### config.mk
export PLATFORM = sky130hd
export DESIGN_NAME = uart_rx_flat
export DESIGN_NICKNAME = d
export VERILOG_FILES = /design/src/rtl/uart_rx_if.sv /design/src/rtl/uart_rx.sv /design/src/flat_wrapper.sv
export SDC_FILE = /design/constraint.sdc
export NUM_CORES = 1
export LEC_CHECK = 0
export BUFFER_PORTS_ARGS = -buffer_cell sky130_fd_sc_hd__buf_4
export CORE_MARGIN = 5
export CORE_UTILIZATION = 49
export DETAILED_ROUTE_END_ITERATION = 10
export GPL_TIMING_DRIVEN = 1
export PLACE_DENSITY = 0.67
export SLEW_MARGIN = 20
export SYNTH_ARGS = -nofsm -noshare
export SYNTH_HDL_FRONTEND = slang
export SYNTH_SLANG_ARGS = --single-unit
### constraint.sdc
create_clock -name clock -period 2.95 [get_ports clock]
set_clock_uncertainty 0.1 [all_clocks]
set_input_delay 0 -clock clock [delete_from_list [all_inputs] [get_ports clock]]
set_output_delay 0 -clock clock [all_outputs]
set_load 0.1 [all_outputs]
### src/rtl/uart_rx_if.sv
// rtl/uart_rx_if.sv - receiver-to-host bundle: received byte, strobe, parity flag, busy
interface uart_rx_if;
  logic [7:0] Rx_Data;
  logic       Rx_Valid;
  logic       Parity_Error;
  logic       Rx_Busy;

  modport master (output Rx_Data, output Rx_Valid, output Parity_Error, output Rx_Busy);
  modport slave  (input  Rx_Data, input  Rx_Valid, input  Parity_Error, input  Rx_Busy);
endinterface

### src/rtl/uart_rx.sv
// rtl/uart_rx.sv - 8E UART receiver: start, 8 data bits LSB first, even parity, no stop bit
module uart_rx #(
  parameter int CLKS_PER_BIT = 217,
  parameter int HALF_BIT     = 108
) (
  input  logic      clock,
  input  logic      reset,
  input  logic      Rx,
  uart_rx_if.master host
);
  localparam int CW = $clog2(CLKS_PER_BIT);

  typedef enum logic [1:0] {S_IDLE, S_START, S_DATA, S_PARITY} state_t;

  state_t          r_state;
  state_t          w_next;
  logic            r_sync1;
  logic            r_rx_s;
  logic            r_rx_prev;
  logic [CW-1:0]   r_cnt;
  logic [2:0]      r_idx;
  logic [7:0]      r_shift;
  logic [7:0]      r_data;
  logic            r_perr;
  logic            r_valid;

  logic            w_fall;
  logic            w_tick;
  logic            w_busy;
  logic            w_load_half;
  logic            w_load_bit;
  logic            w_shift_en;
  logic            w_done;

  assign w_fall = ~r_rx_s & r_rx_prev;
  assign w_tick = (r_cnt == '0);

  always_ff @(posedge clock) begin
    if (reset) r_state <= S_IDLE;
    else       r_state <= w_next;
  end

  always_comb begin
    w_next = r_state;
    case (r_state)
      S_IDLE:   if (w_fall) w_next = S_START;
      S_START:  if (w_tick) w_next = r_rx_s ? S_IDLE : S_DATA;
      S_DATA:   if (w_tick && r_idx == 3'd7) w_next = S_PARITY;
      S_PARITY: if (w_tick) w_next = S_IDLE;
      default:  w_next = S_IDLE;
    endcase
  end

  always_comb begin
    w_busy      = (r_state != S_IDLE);
    w_load_half = (r_state == S_IDLE) && w_fall;
    w_load_bit  = ((r_state == S_START) && w_tick && !r_rx_s) ||
                  ((r_state == S_DATA) && w_tick);
    w_shift_en  = (r_state == S_DATA) && w_tick;
    w_done      = (r_state == S_PARITY) && w_tick;
  end

  // Synchronisers idle high so a reset never fabricates a falling edge.
  always_ff @(posedge clock) begin
    if (reset) begin
      r_sync1   <= 1'b1;
      r_rx_s    <= 1'b1;
      r_rx_prev <= 1'b1;
      r_cnt     <= '0;
      r_idx     <= 3'd0;
      r_shift   <= 8'h00;
      r_data    <= 8'h00;
      r_perr    <= 1'b0;
      r_valid   <= 1'b0;
    end else begin
      r_sync1   <= Rx;
      r_rx_s    <= r_sync1;
      r_rx_prev <= r_rx_s;
      r_valid   <= 1'b0;

      if (w_load_half)          r_cnt <= CW'(HALF_BIT - 1);
      else if (w_load_bit)      r_cnt <= CW'(CLKS_PER_BIT - 1);
      else if (w_busy && !w_tick) r_cnt <= r_cnt - 1'b1;

      if (w_load_half || ((r_state == S_START) && w_tick)) r_idx <= 3'd0;
      else if (w_shift_en) begin
        r_shift[r_idx] <= r_rx_s;
        r_idx          <= r_idx + 3'd1;
      end

      if (w_done) begin
        r_data  <= r_shift;
        r_perr  <= (^r_shift) ^ r_rx_s;
        r_valid <= 1'b1;
      end
    end
  end

  assign host.Rx_Data      = r_data;
  assign host.Rx_Valid     = r_valid;
  assign host.Parity_Error = r_perr;
  assign host.Rx_Busy      = w_busy;
endmodule

### src/flat_wrapper.sv
// flat-port wrapper written by rule: the top's interface ports become plain ports
module uart_rx_flat 
#(
  parameter int CLKS_PER_BIT = 217,
  parameter int HALF_BIT     = 108
)
  (clock, reset, Rx, host_Rx_Data, host_Rx_Valid, host_Parity_Error, host_Rx_Busy);
  uart_rx_if host_i ();
  input  logic clock;
  input  logic reset;
  input  logic Rx;
  output wire logic [$bits(host_i.Rx_Data)-1:0] host_Rx_Data;
  output wire logic [$bits(host_i.Rx_Valid)-1:0] host_Rx_Valid;
  output wire logic [$bits(host_i.Parity_Error)-1:0] host_Parity_Error;
  output wire logic [$bits(host_i.Rx_Busy)-1:0] host_Rx_Busy;
  assign host_Rx_Data = host_i.Rx_Data;
  assign host_Rx_Valid = host_i.Rx_Valid;
  assign host_Parity_Error = host_i.Parity_Error;
  assign host_Rx_Busy = host_i.Rx_Busy;
  uart_rx #(.CLKS_PER_BIT(CLKS_PER_BIT), .HALF_BIT(HALF_BIT)) u_core (.clock(clock), .reset(reset), .Rx(Rx), .host(host_i));
endmodule
==> reports/summary.txt <==
CLOCK NETWORK
-------------------------------------------------------------------------------------------------
CTS Buf Count                                                                                   5
Clock latency on the worst-skew pair                                                      0.34 ns
Clock tree root driver cell                                                              clkbuf_4
Clock Sink Count                                                                               34
Clock tree buffer depth                                                                         2
Worst-path clk slew                                                                       0.10 ns
Clock tree from TritonCTS                                                                     yes
H-tree depth                                                                                    2

STA
-------------------------------------------------------------------------------------------------
Minimum period implied by the final worst setup slack                                     2.06 ns
Final worst-path cycle share                                                                0.697
Slew margin rel.                                                                            0.511
Finish-stage setup viols                                                                        0
Summed negative setup slack over all endpoints                                               0 ns
Transition time of the tightest slew-check pin                                           0.723 ns
Count of pins over their slew limit                                                             0
Smallest hold slack                                                                      0.291 ns
Setup repair after global routing missed its margin                                         false
Maximum clock frequency                                                                 0.486 GHz
Final hold violation count                                                                      0

DETAILED ROUTING
-------------------------------------------------------------------------------------------------
Iteration-0 DRC count of the detailed router                                                   74
DRC violation count after routing                                                               0
Total vias in the final route                                                               1,424
Number of vias per cell                                                                      5.74
DRT antenna net count                                                                           0
Routed wire length per instance                                                           15.0 µm
Detailed-router iteration count before antenna repair                                           4
Aggregate routed wire length                                                              3730 µm

PWR
-------------------------------------------------------------------------------------------------
PnR Total Power                                                                           1.05 mW
Pwr Density                                                                            539 nW/µm²
Worst supply voltage drop on vdd                                                           472 µV
Leak                                                                                     0.817 nW

FLOORPLANNING
-------------------------------------------------------------------------------------------------
Floorplan row count                                                                            21
Area of the die                                                                          4840 µm²
I/O pin count                                                                                  14
Total core area                                                                          3390 µm²
Die X-Extent                                                                              69.6 µm
Die height                                                                                69.6 µm
Initial standard-cell utilization of the core                                               0.513

PLACED DESIGN
-------------------------------------------------------------------------------------------------
Total of buffers placed on input and output ports                                              13
Half-perimeter wire length of the detailed placement result                               2560 µm
RePlAce Congestion                                                                          0.808
Placed Instance Area                                                                     1850 µm²

OUTCOME
-------------------------------------------------------------------------------------------------
Result of the run                                                                    complete, no violations

SYNTH
-------------------------------------------------------------------------------------------------
Share of Yosys cell area claimed by the top area cell type                                  0.392
Mapped Nets                                                                                   197
Number of synthesized register bits                                                            34
Number of enable flip-flop cells after synthesis                                                0
Warnings from Yosys                                                                             0
Portion of the post-synthesis area used by sequential elements                              0.392
Cell types occupying the most area after synthesis                                   dfxtp_1 39%, mux2i_1 8.1%, nor2_1 4.3%
Most used flip-flop cell after synthesis                                                  dfxtp_1
Gate Count Post-Synth                                                                         190
Mean Syn Cell Area                                                                       9.15 µm²
Number of distinct library cell variants in the gate-level netlist after synthesis             48
Summed instance area of the synthesized netlist                                          1740 µm²
Most area-hungry cell type in the Yosys netlist                                           dfxtp_1
Share of synthesized flip-flops with an asynchronous set or reset                               0

GLOBAL ROUTING
-------------------------------------------------------------------------------------------------
Total congestion overflow after global routing                                                  0
Via count of the first global-routing pass                                                  1,292
Wire length of the first global-routing pass                                              6160 µm
All-Layer GR Usage                                                                          0.155
Maximum number of pins on one net before global-route repair                                   32
Number of antenna violations at the first check in global routing                               0

CRITICAL PATH
-------------------------------------------------------------------------------------------------
Critical Path Max Stage Delay                                                             0.50 ns
Critical path, cell by cell                                                          inv_1 -> ha_1 -> nor3b_2 -> buf_4 -> nand4_1 -> buf_4 -> or4b_1 -> o311ai_1
Cell at the slowest stage of the critical path                                             or4b_1
Worst Path Max Fanout                                                                          12
Critical Path RT                                                                          3.09 ns
Type of the setup path with the least slack                                          flop to flop
Dominant cell type by count on the critical path                                            buf_4
Type of element launching the critical path                                                  flop
Kind of end point of the critical path                                                       flop
Critical Path AT                                                                          2.20 ns

FINISH
-------------------------------------------------------------------------------------------------
Area delta synth->final                                                                     12.1%
Net count reported at finish                                                                  209
Post-route cell area                                                                     1950 µm²
Share of final-layout standard cells stronger than drive strength 1                         0.178
Antenna Diode Count                                                                             0
Post-layout utilization of the core                                                         0.575

HOLD PATH
-------------------------------------------------------------------------------------------------
Hold Path Class                                                                      input pin to flop

FLOW RUN
-------------------------------------------------------------------------------------------------
Max-cap check violation count                                                                   0

-- per-stage QoR --
stage	std cells	worst slack (ns)
6_report	248	0.894
5_1_grt	248	0.760
4_1_cts	248	0.900
3_5_place_dp	239	0.927
3_3_place_gp	239	0.981
2_1_floorplan	190	0.947
-- power by group --
| part | leakage (nW) | internal [mW] | switching, mW |
|---|---|---|---|
| Combinational | 0.497 | 0.0695 | 0.128 |
| Sequential | 0.275 | 0.473 | 0.0237 |
| Clock | 0.0443 | 0.197 | 0.158 |
-- final timing paths --
check | start | to | slack, ns | cells past startpoint
min | Rx | u_core.r_sync1 | 0.29 | 3
max | u_core.r_cnt[0] | u_core.host.Parity_Error | 0.89 | 8
min reg2reg | u_core.r_sync1 | u_core.r_rx_s | 0.33 | 1
max reg2reg | u_core.r_cnt[0] | u_core.host.Parity_Error | 0.89 | 8
-- placed cells by master, fill, tap and decap left out, types with 3 or more instances in the layout --
cell type and n:
o21ai_0 5, nand3_1 6, a211oi_1 3, buf_4 16
nor3_1 8, nor2b_1 3, a21oi_1 12, ha_1 4
nand3b_1 3, nor2_1 20, or2_2 4, xnor2_1 5
nand2_1 8, inv_1 6, clkbuf_4 5, nand4_1 7
dfxtp_1 34, mux2i_1 14
-- synthesized netlist by cell type, types with 4 or more instances --
cell,n
nor2_1,20
nor3_1,8
a21oi_1,12
buf_2,4
clkbuf_1,6
nand3_1,6
o21ai_0,5
nand4_1,7
or2_2,4
inv_1,6
dfxtp_1,34
mux2i_1,14
xnor2_1,5
nand2_1,8
ha_1,4
-- timing repair --
action,4_1_cts,5_1_grt
hold endpoints to repair,25,0
setup buffers,0,0
hold buffers,2,0
gates resized for setup,0,0
-- cells by family after synthesis --
logic type | share of synthesized area
buffers and inverters | 0.0526
flip-flops | 0.392
multiplexers | 0.0806
AO/OA/AOI/OAI | 0.143
AND/OR/NAND/NOR | 0.255
XOR/XNOR | 0.0482
adder cells (fa/ha/maj) | 0.0288
-- worst max-delay path: cells and delay by family (launching register included) --
kind,cells,cell delay (ns)
AO/OA/AOI/OAI,1,0.08
buffers and inverters,3,0.51
adder cells (fa/ha/maj),1,0.17
flip-flops,1,0.35
AND/OR/NAND/NOR,3,0.76
-- layout make-up --
class                           instances  area, µm²
Clock buffer                            6       51.3
Sequential cell                        34        681
Timing Repair Buffer                   18        140
Multi-Input combinational cell        137        966
Clock inverter                          1       30.0
Fill cell                             312       1440
Inverter                                6       22.5
Tap cell                               46       57.6
-- layer usage --
| metal | up-vias | GRT usage | part of all wire |
|---|---|---|---|
| li1 | 710 | - | - |
| met2 | 30 | 0.230 | 0.46 |
| met4 | 0 | 0.0738 | 0.013 |
| met3 | 5 | 0.0362 | 0.036 |
| met1 | 679 | 0.212 | 0.49 |
| met5 | - | 0 | 0 |
-- sequential cells by signal, indices dropped and copies added (netlist names), named ones only --
register	flops
u_core.r_state	1
u_core.r_rx_prev	1
u_core.host.Rx_Data	8
u_core.r_rx_s	1
u_core.r_sync1	1
u_core.r_shift	8
u_core.r_cnt	8
u_core.host.Rx_Valid	1
u_core.r_idx	3
u_core.host.Parity_Error	1
No activity file was read; power rests on OpenSTA's default activity.
